**config.mk**
```make
export PLATFORM = sky130hd
export DESIGN_NAME = spi_slave_frame
export DESIGN_NICKNAME = d
export VERILOG_FILES = /design/src/rtl/spi_frame_pkg.sv /design/src/rtl/spi_tx_shifter.sv /design/src/rtl/spi_slave_frame.sv
export SDC_FILE = /design/constraint.sdc
export NUM_CORES = 1
export LEC_CHECK = 0
export CAP_MARGIN = 10
export CORE_MARGIN = 4
export CORE_UTILIZATION = 35
export DETAILED_ROUTE_END_ITERATION = 6
export DONT_BUFFER_PORTS = 1
export RECOVER_POWER = 50
export SYNTH_ARGS = -nofsm -noshare
export SYNTH_HDL_FRONTEND = slang
export SYNTH_SLANG_ARGS = --single-unit
```
**constraint.sdc**
```tcl
create_clock -name clk -period 2.25 [get_ports clk]
set_clock_uncertainty 0.15 [all_clocks]
set_input_delay 0.45 -clock clk [delete_from_list [all_inputs] [get_ports clk]]
set_output_delay 0.45 -clock clk [all_outputs]
set_load 0.005 [all_outputs]
```
**src/rtl/spi_frame_pkg.sv**
```systemverilog
// Shared constants for the framed SPI slave: FSM state codes and command encodings.
// Latency: n/a (declarations only).
// Backpressure: n/a (declarations only).
package spi_frame_pkg;

  typedef logic [2:0] state_t;

  localparam state_t ST_IDLE    = 3'd0;
  localparam state_t ST_RX      = 3'd1;
  localparam state_t ST_WAIT_TX = 3'd2;
  localparam state_t ST_TX      = 3'd3;
  localparam state_t ST_DONE    = 3'd4;

  localparam logic [1:0] CMD_WR_ADDR = 2'b00;
  localparam logic [1:0] CMD_WR_DATA = 2'b01;
  localparam logic [1:0] CMD_RD_ADDR = 2'b10;
  localparam logic [1:0] CMD_RD_DATA = 2'b11;

endpackage

```
**src/rtl/spi_tx_shifter.sv**
```systemverilog
// Parallel-to-serial shifter for read data returned on MISO.
// Latency: first bit valid the cycle after load; one bit per shift; serial_out returns to 0 on the shift after the last bit.
// Backpressure: none; the caller asserts shift every cycle it wants the next bit.
// Ports: clk, rst (sync, active-high), load/load_data (capture word, drive first bit),
//        shift (advance one bit), clear (discard word, force 0), serial_out, done (this shift ends the word).
module spi_tx_shifter #(
  parameter int DATA_W    = 8,
  parameter int LSB_FIRST = 0
) (
  input  logic              clk,
  input  logic              rst,
  input  logic              load,
  input  logic              shift,
  input  logic              clear,
  input  logic [DATA_W-1:0] load_data,
  output logic              serial_out,
  output logic              done
);

  localparam int                CNT_W = $clog2(DATA_W + 1);
  localparam logic [CNT_W-1:0] LAST  = CNT_W'(DATA_W);

  logic [DATA_W-1:0] sh_q;
  logic [CNT_W-1:0]  cnt_q;
  logic              first_bit;
  logic              next_bit;
  logic [DATA_W-1:0] load_rest;
  logic [DATA_W-1:0] shift_rest;

  always_comb begin
    if (LSB_FIRST != 0) begin
      first_bit  = load_data[0];
      load_rest  = load_data >> 1;
      next_bit   = sh_q[0];
      shift_rest = sh_q >> 1;
    end else begin
      first_bit  = load_data[DATA_W-1];
      load_rest  = load_data << 1;
      next_bit   = sh_q[DATA_W-1];
      shift_rest = sh_q << 1;
    end
  end

  // cnt_q counts bits already placed on serial_out; once all DATA_W have
  // been shown for a cycle, the next shift drops the line back to 0.
  assign done = shift && (cnt_q == LAST);

  always_ff @(posedge clk) begin
    if (rst || clear) begin
      sh_q       <= '0;
      cnt_q      <= '0;
      serial_out <= 1'b0;
    end else if (load) begin
      serial_out <= first_bit;
      sh_q       <= load_rest;
      cnt_q      <= CNT_W'(1);
    end else if (shift) begin
      if (cnt_q == LAST) begin
        serial_out <= 1'b0;
        cnt_q      <= '0;
      end else begin
        serial_out <= next_bit;
        sh_q       <= shift_rest;
        cnt_q      <= cnt_q + CNT_W'(1);
      end
    end
  end

endmodule

```
**src/rtl/spi_slave_frame.sv**
```systemverilog
// Framed SPI slave: deserialises {cmd, payload} from MOSI, strobes it to the RAM, returns read data on MISO.
// Latency: rx_valid/frame_err registered on the edge sampling the last frame bit; MISO first bit the cycle after tx_valid is seen.
// Backpressure: none toward the master; waits up to TX_TIMEOUT cycles for tx_valid (0 = forever), SS_n high aborts.
// Ports: clk, rst (sync, active-high), SS_n, MOSI, tx_data/tx_valid (read data from RAM),
//        rx_data ({cmd, payload}), rx_valid (frame strobe), MISO, frame_err (error strobe).
module spi_slave_frame
  import spi_frame_pkg::*;
#(
  parameter int DATA_W     = 8,
  parameter int LSB_FIRST  = 0,
  parameter int TX_TIMEOUT = 16
) (
  input  logic              clk,
  input  logic              rst,
  input  logic              SS_n,
  input  logic              MOSI,
  input  logic [DATA_W-1:0] tx_data,
  input  logic              tx_valid,
  output logic [DATA_W+1:0] rx_data,
  output logic              rx_valid,
  output logic              MISO,
  output logic              frame_err
);

  localparam int                FRAME_W  = DATA_W + 2;
  localparam int                CNT_W    = $clog2(FRAME_W + 1);
  localparam logic [CNT_W-1:0] CNT_LAST = CNT_W'(FRAME_W - 1);
  localparam int                TO_W     = (TX_TIMEOUT > 1) ? $clog2(TX_TIMEOUT) : 1;
  localparam logic [TO_W-1:0]  TO_LAST  = (TX_TIMEOUT > 0) ? TO_W'(TX_TIMEOUT - 1) : '0;

  state_t            state;
  logic [CNT_W-1:0]  cnt_q;
  logic [TO_W-1:0]   tcnt_q;
  logic [1:0]        cmd_q;
  logic [DATA_W-1:0] pay_q;
  logic [DATA_W-1:0] pay_next;
  logic              rd_addr_seen;
  logic              tx_load;
  logic              tx_shift;
  logic              tx_clear;
  logic              tx_done;

  // The command is always MSB-first; only the payload honours LSB_FIRST.
  always_comb begin
    if (LSB_FIRST != 0) begin
      pay_next = {MOSI, pay_q[DATA_W-1:1]};
    end else begin
      pay_next = {pay_q[DATA_W-2:0], MOSI};
    end
  end

  assign tx_load  = (state == ST_WAIT_TX) && !SS_n && tx_valid;
  assign tx_shift = (state == ST_TX) && !SS_n;
  assign tx_clear = SS_n && ((state == ST_WAIT_TX) || (state == ST_TX));

  spi_tx_shifter #(
    .DATA_W    (DATA_W),
    .LSB_FIRST (LSB_FIRST)
  ) u_tx_shifter (
    .clk        (clk),
    .rst        (rst),
    .load       (tx_load),
    .shift      (tx_shift),
    .clear      (tx_clear),
    .load_data  (tx_data),
    .serial_out (MISO),
    .done       (tx_done)
  );

  always_ff @(posedge clk) begin
    if (rst) begin
      state        <= ST_IDLE;
      rx_data      <= '0;
      rx_valid     <= 1'b0;
      frame_err    <= 1'b0;
      cnt_q        <= '0;
      tcnt_q       <= '0;
      cmd_q        <= '0;
      pay_q        <= '0;
      rd_addr_seen <= 1'b0;
    end else begin
      rx_valid  <= 1'b0;
      frame_err <= 1'b0;
      case (state)
        ST_IDLE: begin
          if (!SS_n) begin
            state <= ST_RX;
            cnt_q <= '0;
          end
        end

        ST_RX: begin
          if (SS_n) begin
            state     <= ST_IDLE;
            frame_err <= 1'b1;
          end else begin
            if (cnt_q < CNT_W'(2)) begin
              cmd_q <= {cmd_q[0], MOSI};
            end else begin
              pay_q <= pay_next;
            end
            if (cnt_q == CNT_LAST) begin
              // cmd_q is complete here since the command precedes >= 1 payload bit.
              rx_data <= {cmd_q, pay_next};
              case (cmd_q)
                CMD_RD_ADDR: begin
                  rx_valid     <= 1'b1;
                  rd_addr_seen <= 1'b1;
                  state        <= ST_DONE;
                end
                CMD_RD_DATA: begin
                  if (rd_addr_seen) begin
                    rx_valid     <= 1'b1;
                    rd_addr_seen <= 1'b0;
                    tcnt_q       <= '0;
                    state        <= ST_WAIT_TX;
                  end else begin
                    frame_err <= 1'b1;
                    state     <= ST_DONE;
                  end
                end
                default: begin
                  rx_valid <= 1'b1;
                  state    <= ST_DONE;
                end
              endcase
            end else begin
              cnt_q <= cnt_q + CNT_W'(1);
            end
          end
        end

        ST_WAIT_TX: begin
          if (SS_n) begin
            state     <= ST_IDLE;
            frame_err <= 1'b1;
          end else if (tx_valid) begin
            state <= ST_TX;
          end else if ((TX_TIMEOUT > 0) && (tcnt_q == TO_LAST)) begin
            frame_err <= 1'b1;
            state     <= ST_DONE;
          end else begin
            tcnt_q <= tcnt_q + TO_W'(1);
          end
        end

        ST_TX: begin
          if (SS_n) begin
            state     <= ST_IDLE;
            frame_err <= 1'b1;
          end else if (tx_done) begin
            state <= ST_DONE;
          end
        end

        ST_DONE: begin
          if (SS_n) begin
            state <= ST_IDLE;
          end
        end

        default: state <= ST_IDLE;
      endcase
    end
  end

endmodule

```
# --- Word-level counts from Yosys, hierarchy flattened ---
# Cells that the tools add are included.
word_totals:
  ff_bits: 45
  input_bits: 13
  out_inout_bits: 13
  elab_cells: 112
classes:
  n_addsub: 3
  n_lt_le_gt_ge: 1
  n_eq_ne: 23
  muxes: 45
  n_bitwise: 4
  reduce_logical: 23
ops:
  columns: ["operator", "n"]
  rows:
  - ["two-way mux 4 bit", 11]
  - ["two-way mux 3 bit", 11]
  - ["two-way mux 8 bit", 3]
  - ["inequality test 2 bit (second input constant)", 11]
  - ["case mux 4 bit (2 select lines)", 2]
  - ["two-way mux 1 bit", 15]
  - ["case mux 3 bit (5 select lines)", 1]
  - ["adder 4 x 1 -> 4 bit (second input constant)", 3]
  - ["== test 4 bit (second input constant)", 3]
  - ["AND reduction 3 bit", 3]
  - ["AND reduction 4 bit", 2]
  - ["AND reduction 8 bit", 1]
  - ["nonzero test 2 bit", 4]
  - ["== test 3 x 2 -> 1 bit (second input constant)", 2]
  - ["inequality test 3 bit (second input constant)", 2]
  - ["logical AND 1 bit", 5]
  - ["AND reduction 5 bit", 1]
  - ["== test 2 bit (second input constant)", 2]
  - ["< comparator 4 x 2 -> 1 bit (second input constant)", 1]
  - ["inequality test 4 x 3 -> 1 bit (second input constant)", 1]
  - ["inverter 1 bit", 4]
  - ["OR reduction 4 bit", 1]
  - ["== test 3 x 1 -> 1 bit (second input constant)", 1]
  - ["== test 3 bit (second input constant)", 1]
  - ["7 further kinds", 8]

# --- Longest topological paths before layout ---
depth:
  word_depth: 6
  ltp_mapped: 7
  mapped_depth_nobuf: 6

# --- Hierarchy ---
# Synthesis repeated with hierarchy kept, for this count alone.
unflattened:
  hier_cells: 268
  hier_area_um2: 2279.7
modules_own_cells:
  columns: ["mod", "instances", "cells_per_inst", "area_per_inst_um2", "seq_area_each_um2"]
  rows:
  - ["spi_slave_frame", 1, 197, 1629.1, 660.6]
  - ["spi_tx_shifter", 1, 71, 650.6, 240.2]

# --- Least setup slack after synthesis ---
# No wires, ideal clock.
synth_path:
  kind: "input -> register"
  startpoint: "input SS_n"
  endpoint: "register rx_data[7]"
  setup_time_ns: 0.132
  arrival_ns: 1.437
  required_time_ns: 1.968
  setup_slack_ns: 0.531
  stages: 6
  n_path_buf: 2
  cell_sequence: "buf_2 > nor4b_2 > nand2_1 > clkbuf_1 > nand2_1 > a21oi_1"
synth_between:
  elab_chain_len: 2
synth_rtl:
  columns: ["element", "line_no", "rtl"]
  rows:
  - ["from (decl)", "spi_slave_frame.sv:15", "input logic SS_n,"]
  - ["inverter 1 bit (no source line)", null, null]
  - ["AND reduction 3 bit (no source line)", null, null]
  - ["to (signal assigned)", "spi_slave_frame.sv:104", "rx_data <= {cmd_q, pay_next};"]
  - ["to (decl)", "spi_slave_frame.sv:19", "output logic [DATA_W+1:0] rx_data,"]
# No other way between the ends.
# A chain may end at the register's enable or synchronous reset.

# --- Worst setup path in the final report ---
layout_path:
  startpoint: "register state[1]"
  endpoint: "register u_tx_shifter.sh_q[2]"
layout_between:
  elab_chain_len: 5
  word_cells_on_any_way: 12
  classes_between: "eq/ne (3); mux (1); reduce/logical (8)"
layout_rtl:
  columns: ["element", "line_no", "rtl"]
  rows:
  - ["from (decl)", "spi_slave_frame.sv:31", "state_t state;"]
  - ["from (signal assigned)", "spi_slave_frame.sv:72", "state <= ST_IDLE;"]
  - ["from (signal assigned)", "spi_slave_frame.sv:87", "state <= ST_RX;"]
  - ["from (signal assigned)", "spi_slave_frame.sv:94", "state <= ST_IDLE;"]
  - ["== test 3 x 2 -> 1 bit", "spi_slave_frame.sv:52, spi_slave_frame.sv:54", null]
  - ["logical AND 1 bit (2 in series)", "spi_slave_frame.sv:52", "assign tx_load = (state == ST_WAIT_TX) && !SS_n && tx_valid;"]
  - ["inequality test 2 bit (no source line) or nonzero test 2 bit (tied branches)", null, null]
  - ["AND reduction 2 bit (no source line)", null, null]
  - ["to (signal assigned)", "spi_tx_shifter.sv:55", "sh_q <= load_rest;"]
  - ["to (signal assigned)", "spi_tx_shifter.sv:63", "sh_q <= shift_rest;"]
  - ["to (decl)", "spi_tx_shifter.sv:23", "logic [DATA_W-1:0] sh_q;"]
# Several ways; a longest one is shown, not always the timed one.

==> summary.txt <==
Status
  • Status: finished, final reports clean

Drt
  • Drt drc: 0
  • Vias: approximately 1800
  • Drt wl/cell: 13.2 microns
  • Detailed Routing Iterations Pass 1: 4
  • Routed WL: 4380 microns
  • Final ANT Viol Nets: 0
  • Vias per Instance: 5.36
  • Initial DRC count: 50

Synth
  • Yosys top cell area share: a little over two fifths
  • Post-synthesis instance area: 2140 sq um
  • Ys flop type: dfxtp_1
  • Synth area leader: dfxtp_1
  • Synth warn: 0
  • FF+latch count, synth: 45
  • Synth area leaders: dfxtp_1 (42%), a21oi_1 (7.7%), nand2_1 (7.4%)
  • Synth cell types: 49
  • Most frequent cell after synthesis: dfxtp_1
  • Cells after Synth: 259
  • FFs w/ async S/R, synth: 0%
  • Syn Nets: 277
  • EDFF count, synth: 0
  • Seq/Total Area, Yosys: 42.2%
  • Synth top cells by count: dfxtp_1 (45), nand2_1 (42), a21oi_1 (33)
  • Syn Area/Cell: 8.25 sq um

Place
  • IO Port Bufs: 0
  • GPL Wtd Cong: 0.834
  • Hpwl dp: around 3000 microns
  • DP Cell Count: between 300 and 400

Clock network
  • Later-pin clock latency in the skew report: 0.29 ns
  • CTS tree: done
  • Gates resized, CTS repair: 0
  • Post-CTS setup buffer count: 0
  • Clock transition at path regs: 0.09 ns
  • CTS buffer count: 5
  • Hold-fix buffers, CTS: 0
  • Root Driver: clkbuf_8
  • Clock sinks: 45
  • H-tree depth: 2
  • Clock Tree Buf Depth: 2

Timing
  • Setup TNS: 0 ns
  • Unrepaired setup endpoints after global routing: false
  • Final Hold Viols: 0
  • Actual slew at the worst max-slew pin: 0.639 ns
  • Slew Limit Fails: 0
  • Fmax: a little over 500 MHz
  • Final worst-path cycle share: roughly 87%
  • Max transition margin: 57.3%
  • Tmin final: 1.96 ns
  • Final setup vio count: 0

Die
  • Die height: 86.1 microns
  • Core Area: a little under 6000 sq um
  • Die width: 86.1 microns
  • # IOs: 26
  • Die area: 7420 sq um
  • Placement Rows: 28
  • Initial core utilization: between 30% and 40%

Setup path
  • WP data required: around 2.3 ns
  • Worst reg2reg startpoint: state[1]
  • CP startpoint: state[1]
  • CP Capture Type: register
  • Startpoint Class: register
  • Type of the worst setup path: reg -> reg
  • CP Max Fanout: 12
  • WP data arrival: 2.04 ns

Final layout
  • Layout net count: between 200 and 300
  • Layout cells sized above 1: 8.17%
  • P&R area growth vs syn: 6.62%
  • Final Non-Filler Cells: 332
  • Ant diodes: 0

Job
  • Max-Cap Viols: 0

Pwr
  • P per Cell Area: 643 nW/um^2
  • VDD IR max: roughly 290 uV
  • P_leak: ~0.73 nW

Global routing
  • Total gr overflow: 0
  • Vias in the first global route: between 1500 and 2000
  • Largest net degree at the start of global routing: 36
  • Global-route wire length before repair: 7660 microns
  • Antenna violations before repair: 0
  • Gr usage total: 12.6%

Worst hold path
  • Min-Delay Path Class: in -> reg
  • Hold path start: rst
[area by class of cell]
cell class / count / area, sq um
Clock buffer: 6 / 82.6
Clock inverter: 2 / 13.8
Inverter: 8 / 30.0
Multi-Input combinational cell: 190 / 1120
Sequential cell: 45 / 901
Fill cell: 612 / 3640
Timing Repair Buffer: 6 / 37.5
Tap cell: 75 / 93.8
[cell usage in the layout, fill, tap and decap left out, drive strengths merged, types with 2 or more instances in the layout]
cell type / n
a211oi: 3
a21oi: 33
a22oi: 3
a41oi: 2
and2: 2
buf: 4
clkbuf: 8
clkinv: 2
dfxtp: 45
ha: 5
inv: 8
mux2i: 5
nand2: 42
nand2b: 6
nand3: 13
nand3b: 2
nor2: 18
nor2b: 2
nor3: 8
nor4: 4
nor4b: 3
o211ai: 2
o21ai: 10
o221ai: 2
o31ai: 4
or3: 2
or3b: 2
xor2: 2
[critical path, cell delays in order, from the launching register on]
cell	delay (ns)
dfxtp_1	0.56
nor4bb_1	0.49
nand2_1	0.30
mux2i_1	0.19
a211oi_2	0.21
[sequential cells by signal, indices dropped and copies added (netlist names)]
register,count
pay_q,7
cnt_q,4
u_tx_shifter.serial_out,1
u_tx_shifter.cnt_q,4
rd_addr_seen,1
state,3
rx_data,10
frame_err,1
u_tx_shifter.sh_q,7
cmd_q,2
rx_valid,1
tcnt_q,4
[stage by stage]
stage	hold WS (ns)	total power (W)	worst slack (ns)	utilization (%)	cell area (sq um)
after global routing	0.0535	0.00154	0.0801	38.5	2280
after global placement	0.283	0.000963	0.344	37.1	2190
after CTS	0.0586	0.00149	0.288	38.7	2290
final	0.0750	0.00147	0.286	38.5	2280
after floorplan	0.278	0.000943	0.531	-	2140
after detailed placement	0.288	0.000963	0.301	37.1	2190
[cells by family (layout without fill, tap and decap cells)]
family                   Yosys count  count (layout)  share of synthesized area [%]
AO/OA/AOI/OAI                     68              68                           20.4
XOR/XNOR                           2               2                          0.820
adder cells (fa/ha/maj)            5               5                           2.93
buffers and inverters             24              22                           5.21
flip-flops                        45              45                           42.2
multiplexers                       5               5                           2.34
AND/OR/NAND/NOR                  110             110                           26.2
[layer usage]
layer | GRT usage (%) | wire (microns) | vias to the layer above
met4 | 4.17 | 40 | 0
li1 | - | - | 915
met3 | 4.03 | 312 | 4
met5 | 0 | 0 | -
met1 | 16.6 | 2130 | 819
met2 | 19.3 | 1900 | 41
[worst paths after layout]
path | end | slack [ns] | cells after the start
max reg2reg | u_tx_shifter.sh_q[2] | 0.29 | 4
max | u_tx_shifter.sh_q[2] | 0.29 | 4
min reg2reg | rx_data[7] | 0.30 | 2
min | cmd_q[1] | 0.08 | 1
[power breakdown]
| group | internal [W] | switching (W) | leakage (nW) | total (W) |
|---|---|---|---|---|
| logic | 0.0000469 | 0.0000665 | 0.313 | 0.000113 |
| registers | 0.000807 | 0.0000203 | 0.363 | 0.000827 |
| clock network | 0.000249 | 0.000277 | 0.0512 | 0.000526 |
Note: power is estimated with default switching activity, not from simulation.
